File: src/rtl/cpu_pkg.sv
// Shared constants for the 8-bit CPU datapath.
//   CPU_DATA_W / CPU_ADDR_W : default data and address widths
//   PC_SEQ / PC_JMP         : pc_src encodings (sequential increment / load target)
//   INC1 / INC2             : pc_increment encodings (PC+1 / PC+2)
package cpu_pkg;

    localparam int unsigned CPU_DATA_W = 8;
    localparam int unsigned CPU_ADDR_W = 8;

    localparam logic PC_SEQ = 1'b0;
    localparam logic PC_JMP = 1'b1;

    localparam logic INC1 = 1'b0;
    localparam logic INC2 = 1'b1;

endpackage

File: src/rtl/pc_mem_pc_reg.sv
// Program counter next-state mux and register.
// Ports:
//   clk, rst                    : clock, synchronous active-high reset (PC -> 0)
//   reset_req, intr_req         : level-sensitive vector loads, reset_req wins
//   pc_write, pc_src            : update enable and source (sequential / jump)
//   pc_increment                : sequential step size (+1 / +2)
//   pc_in                       : jump target
//   reset_vector, intr_vector   : vector values
//   pc                          : registered program counter
module pc_mem_pc_reg
    import cpu_pkg::*;
#(
    parameter int unsigned ADDR_W = CPU_ADDR_W
) (
    input  logic              clk,
    input  logic              rst,
    input  logic              reset_req,
    input  logic              intr_req,
    input  logic              pc_write,
    input  logic              pc_src,
    input  logic              pc_increment,
    input  logic [ADDR_W-1:0] pc_in,
    input  logic [ADDR_W-1:0] reset_vector,
    input  logic [ADDR_W-1:0] intr_vector,
    output logic [ADDR_W-1:0] pc
);

    logic [ADDR_W-1:0] pc_q;
    logic [ADDR_W-1:0] pc_d;
    logic [ADDR_W-1:0] pc_step;

    // Arithmetic wraps naturally at ADDR_W bits.
    assign pc_step = (pc_increment == INC2) ? ADDR_W'(2) : ADDR_W'(1);

    always_comb begin
        pc_d = pc_q;
        if (reset_req) begin
            pc_d = reset_vector;
        end else if (intr_req) begin
            pc_d = intr_vector;
        end else if (pc_write) begin
            if (pc_src == PC_JMP) begin
                pc_d = pc_in;
            end else begin
                pc_d = pc_q + pc_step;
            end
        end
    end

    always_ff @(posedge clk) begin
        if (rst) begin
            pc_q <= '0;
        end else begin
            pc_q <= pc_d;
        end
    end

    assign pc = pc_q;

endmodule

File: src/rtl/pc_mem_subsystem.sv
// Fetch- and data-side storage: PC register, 256x8 instruction memory read at PC
// (combinational, no write port, loaded by backdoor) and 256x8 read/write data/stack
// memory (synchronous write, combinational read gated by mem_read).
// Ports:
//   clk, rst                          : clock, synchronous active-high reset (PC only)
//   RESET_IN, INTR_IN                 : vector load requests (RESET_IN has priority)
//   pc_write, pc_src, pc_increment    : PC update controls
//   pc_in, reset_vector, intr_vector  : PC load sources
//   PC, instruction                   : current PC and imem_mem[PC]
//   mem_read, mem_write, address      : data memory strobes and address
//   data_in, data_out                 : data memory write/read data
module pc_mem_subsystem
    import cpu_pkg::*;
#(
    parameter int unsigned DATA_W = CPU_DATA_W,
    parameter int unsigned ADDR_W = CPU_ADDR_W,
    parameter int unsigned DEPTH  = 2 ** ADDR_W
) (
    input  logic              clk,
    input  logic              rst,
    input  logic              RESET_IN,
    input  logic              INTR_IN,
    input  logic              pc_write,
    input  logic              pc_src,
    input  logic              pc_increment,
    input  logic [ADDR_W-1:0] pc_in,
    input  logic [ADDR_W-1:0] reset_vector,
    input  logic [ADDR_W-1:0] intr_vector,
    output logic [ADDR_W-1:0] PC,
    output logic [DATA_W-1:0] instruction,
    input  logic              mem_read,
    input  logic              mem_write,
    input  logic [ADDR_W-1:0] address,
    input  logic [DATA_W-1:0] data_in,
    output logic [DATA_W-1:0] data_out
);

    // Memories are kept at this level so testbenches can reach them by name.
    // Neither array is touched by rst so backdoor-loaded programs survive reset.
    logic [DATA_W-1:0] imem_mem [0:DEPTH-1];
    logic [DATA_W-1:0] dmem_mem [0:DEPTH-1];

    pc_mem_pc_reg #(
        .ADDR_W (ADDR_W)
    ) u_pc_reg (
        .clk          (clk),
        .rst          (rst),
        .reset_req    (RESET_IN),
        .intr_req     (INTR_IN),
        .pc_write     (pc_write),
        .pc_src       (pc_src),
        .pc_increment (pc_increment),
        .pc_in        (pc_in),
        .reset_vector (reset_vector),
        .intr_vector  (intr_vector),
        .pc           (PC)
    );

    assign instruction = imem_mem[PC];

    always_ff @(posedge clk) begin
        if (mem_write) begin
            dmem_mem[address] <= data_in;
        end
    end

    // No write bypass: a same-cycle write is visible only after the edge.
    assign data_out = mem_read ? dmem_mem[address] : '0;

endmodule

File: config.mk
export PLATFORM = sky130hd
export DESIGN_NAME = pc_mem_subsystem
export DESIGN_NICKNAME = d
export VERILOG_FILES = /design/src/rtl/cpu_pkg.sv /design/src/rtl/pc_mem_pc_reg.sv /design/src/rtl/pc_mem_subsystem.sv
export SDC_FILE = /design/constraint.sdc
export NUM_CORES = 2
export LEC_CHECK = 0
export CAP_MARGIN = 0
export CELL_PAD_IN_SITES_DETAIL_PLACEMENT = 2
export CELL_PAD_IN_SITES_GLOBAL_PLACEMENT = 2
export CORE_ASPECT_RATIO = 1.5
export CORE_MARGIN = 10
export CORE_UTILIZATION = 54
export DETAILED_ROUTE_END_ITERATION = 10
export PLACE_DENSITY = 0.87
export SYNTH_ARGS = -nofsm -noshare
export SYNTH_HDL_FRONTEND = slang
export SYNTH_SLANG_ARGS = --single-unit
File: constraint.sdc
create_clock -name clk -period 5.1 [get_ports clk]
set_clock_uncertainty 0.15 [all_clocks]
set_input_delay 0.765 -clock clk [delete_from_list [all_inputs] [get_ports clk]]
set_output_delay 0.765 -clock clk [all_outputs]
set_load 0.01 [all_outputs]
==> impl_metrics.env, run 1 <==
export IMPL_synth_area_per_cell_um2=21.0
export IMPL_synth_cell_type_count=73
export IMPL_outcome="did not finish"
export IMPL_synth_edf_count=2048
export IMPL_die_h_um=493
export IMPL_dp_hpwl_um=264000
export IMPL_synth_seq_cells=2056
export IMPL_synth_cells=3851
export IMPL_initial_utilization_pct=54.4
export IMPL_async_flop_share_pct=0
export IMPL_port_buffers=64
export IMPL_synth_seq_area_share_pct=76.4
export IMPL_dieWidth_um=336
export IMPL_synth_ff_type="edfxtp_1"
export IMPL_place_gp_congestion=0.999
export IMPL_stop_stage="3_5_place_dp"
export IMPL_synth_warnings=0
export IMPL_netlist_area_um2=80700
export IMPL_io_pins=73
export IMPL_stop_error="[ERROR DPL-0033] detailed placement checks failed during check placement."
export IMPL_rows=173
[logic make-up after synthesis]
group | count (synthesis) | share of synthesized area [%]
multiplexers | 666 | 15.9
flip-flops | 2056 | 76.4
XOR/XNOR | 5 | 0.0543
AO/OA/AOI/OAI | 307 | 2.71
other | 1 | 0.00465
buffers and inverters | 262 | 1.75
AND/OR/NAND/NOR | 551 | 3.06
adder cells (fa/ha/maj) | 3 | 0.0558
[stage by stage]
stage / instance area [µm²] / setup TNS (ns)
after global placement: 86600 / -0.362
after floorplan: 80700 / 0
[Yosys cell counts, types with 4 or more instances]
master,count,area (µm²)
a311oi_1,4,35.0
a2111oi_0,7,61.3
mux2_2,15,169
nand2_1,89,334
mux2i_1,157,1570
buf_2,90,450
nor2b_1,20,125
and3_1,6,37.5
a22oi_1,70,526
nor3b_1,7,52.6
and2_1,7,43.8
o211ai_1,10,75.1
nand4_1,12,75.1
a32oi_1,6,52.6
buf_1,13,48.8
o21ai_0,43,215
a211o_1,4,35.0
dfxtp_1,8,160
a211oi_1,18,135
a221oi_1,11,96.3
o221ai_1,9,78.8
buf_6,18,203
nor2_1,298,1120
nand2b_1,12,75.1
a31oi_1,8,50.1
a21oi_1,48,240
nand3_1,44,220
o22ai_1,18,113
clkbuf_1,81,304
nor4bb_1,4,40.0
nor3_1,27,135
inv_1,11,41.3
a22o_1,15,131
buf_4,48,360
mux4_2,494,11100
o32ai_1,7,61.3
edfxtp_1,2048,61500
==> run 2, diff against run 1 <==
- CELL_PAD_IN_SITES_DETAIL_PLACEMENT: 2 -> not set
- CELL_PAD_IN_SITES_GLOBAL_PLACEMENT: 2 -> not set
- CORE_ASPECT_RATIO: 1.5 -> not set
- CORE_UTILIZATION: 54 -> 40
- PLACE_DENSITY: 0.87 -> not set
- PLACE_DENSITY_LB_ADDON: not set -> 0.15
==> run 2 against run 1 <==
The flow now finishes, with violations (setup timing). Synthesized area did not move. Synthesized cell count did not move.
==> impl_metrics.env, run 2 <==
export IMPL_synth_cells=3851
export IMPL_vdd_drop_max_v=0.000320
export IMPL_place_gp_congestion=0.884
export IMPL_layout_commonest_cell="edfxtp_1"
export IMPL_critPathKind="in -> out"
export IMPL_area_delta_synth_final_pct=19.0
export IMPL_vias=43000
export IMPL_fin_cells=7360
export IMPL_finalCritPeriodShare_pct=100
export IMPL_clock_sinks=2056
export IMPL_dieWidth_um=469
export IMPL_crit_chain="clkdlybuf4s50_1, buf_12, nor4bb_4, buf_4, a22oi_1, buf_4, o22ai_1, nor3_2, o311ai_1, a2111o_1, clkdlybuf4s50_1"
export IMPL_clockBufferDepth=3
export IMPL_nets=4578
export IMPL_grt_first_pass_wirelength_um=346000
export IMPL_drtPass1Iterations=8
export IMPL_powerDensity_nw_per_um2=374
export IMPL_dp_cells=6960
export IMPL_synth_warnings=0
export IMPL_cp_arrival_ns=4.20
export IMPL_grt_max_degree=136
export IMPL_grtUsageTotal_pct=22.3
export IMPL_htree_levels=4
export IMPL_power_mw=35.9
export IMPL_power_leakage_nw=30.9
export IMPL_critPathSlowestCell="clkdlybuf4s50_1"
export IMPL_drive_above_1_share_pct=32.2
export IMPL_setup_ws_ns=-0.0101
export IMPL_fin_crit_ns=5.11
export IMPL_die_area_um2=220000
export IMPL_drt_vias_per_instance=5.84
export IMPL_violations="setup timing"
export IMPL_synth_ff_type="edfxtp_1"
export IMPL_ant_nets=0
export IMPL_largest_register_ffs=2048
export IMPL_worstPathMaxFanout=31
export IMPL_synth_seq_area_share_pct=76.4
export IMPL_rows=164
export IMPL_initial_utilization_pct=40.3
export IMPL_clkLatencyLatePin_ns=0.81
export IMPL_port_buffers=64
export IMPL_async_flop_share_pct=0
export IMPL_synth_area_per_cell_um2=21.0
export IMPL_post_drt_wl_per_cell_um=33.6
export IMPL_r2r_cells=10
export IMPL_synth_area_leaders="edfxtp_1, mux4_2, mux2i_1"
export IMPL_root_buffer="clkbuf_16"
export IMPL_end_kind="primary output"
export IMPL_clk_pin_slew_worst_paths_ns=0.07
export IMPL_critPathMaxStageDelay_ns=0.61
export IMPL_numCtsBuffers=212
export IMPL_antenna_found_initial=8
export IMPL_cts_tree="yes"
export IMPL_synth_common_cells="edfxtp_1, mux4_2, nor2_1"
export IMPL_drt_wl_total_um=248000
export IMPL_holdPathStages=1
export IMPL_final_cell_mix="edfxtp_1, buf_4, mux4_2, nor2_1, clkbuf_16"
export IMPL_synth_cell_type_count=73
export IMPL_top_register="dmem_mem"
export IMPL_slew_violations=0
export IMPL_synth_seq_cells=2056
export IMPL_die_h_um=469
export IMPL_hold_class="in -> reg"
export IMPL_tightestPinTransition_ns=1.07
export IMPL_drtIter0Drc=5487
export IMPL_fmax_mhz=196
export IMPL_slew_limit_headroom_pct=28.6
export IMPL_required_ns=4.18
export IMPL_synth_top_area_share_pct=76.2
export IMPL_grt_pass1_vias=42800
export IMPL_finalHoldViolCount=0
export IMPL_synthMostInstantiatedCell="edfxtp_1"
export IMPL_drc=0
export IMPL_ctsHoldBuffers=0
export IMPL_setup_viol=1
export IMPL_dp_hpwl_um=165000
export IMPL_drv_cap=0
export IMPL_netlist_area_um2=80700
export IMPL_io_pins=73
export IMPL_design_core_area_um2=200000
export IMPL_critPathLaunchType="input pin"
export IMPL_outcome="complete, but fails checks"
export IMPL_synth_top_area_cell="edfxtp_1"
export IMPL_grt_overflow=0
export IMPL_dp_slack_ns=-0.561
export IMPL_synth_edf_count=2048
[run 2: layout make-up]
cell class	count	area, µm²
antenna	1	2.50
clock buffer	261	5530
clock inverter	130	1160
fill	16700	104000
inverter	12	47.5
multi-input combinational	1540	18000
sequential	2056	61700
tap	2656	3320
timing repair buffer	704	6270
[run 2: critical path, delay by kind of cell]
family / cells / cell delay (ns)
simple gates: 2 / 0.65
buf+inv: 5 / 1.68
compound gates: 4 / 1.04
[run 2: what timing repair did]
action	4_1_cts	5_1_grt
pin swaps	1	6
resized for setup	40	19
endpoints found under the setup margin	7	6
buffers inserted	0	6
cloned	0	2
[run 2: metal layers]
layer | global-route usage, % | vias to the layer above | share of wire, %
li1 | - | 17400 | -
met1 | 32.1 | 23300 | 43
met2 | 34.6 | 1868 | 46
met3 | 4.63 | 363 | 8.1
met4 | 6.41 | 0 | 3.0
met5 | 0 | - | 0
[run 2: path summary, 6_finish.rpt]
check / slack (ns) / end / start
worst max register to register: 2.77 / u_pc_reg.pc[6] / u_pc_reg.pc[0]
worst min register to register: 0.34 / u_pc_reg.pc[7] / u_pc_reg.pc[7]
worst min-delay path: 0.33 / dmem_mem[76][1] / data_in[1]
worst max-delay path: -0.01 / data_out[2] / address[7]
[run 2: logic make-up after synthesis]
kind of cell    Yosys count  synth area share [%]
fa+ha+maj                 3                0.0558
compound gates          307                  2.71
flops                  2056                  76.4
simple gates            551                  3.06
xor+xnor                  5                0.0543
other cells               1               0.00465
mux                     666                  15.9
buf+inv                 262                  1.75
[run 2: power by group]
| part | switching [mW] | internal (mW) |
|---|---|---|
| sequential | 0.0135 | 18.6 |
| combinational | 1.38 | 0.847 |
| clock | 6.66 | 8.33 |
[run 2: metrics by stage]
stage                     hold slack (ns)  area [µm²]  util (%)  setup TNS [ns]
final                               0.325       96000      47.9         -0.0101
after global routing                0.339       96000      47.9        -0.00477
after CTS                           0.286       95800      47.8         -0.0256
after detailed placement            0.332       88900      44.4           -2.29
after global placement              0.320       88900      44.4           -3.00
after floorplan                     0.349       80700         -               0
No activity file was read; power rests on OpenSTA's default activity.
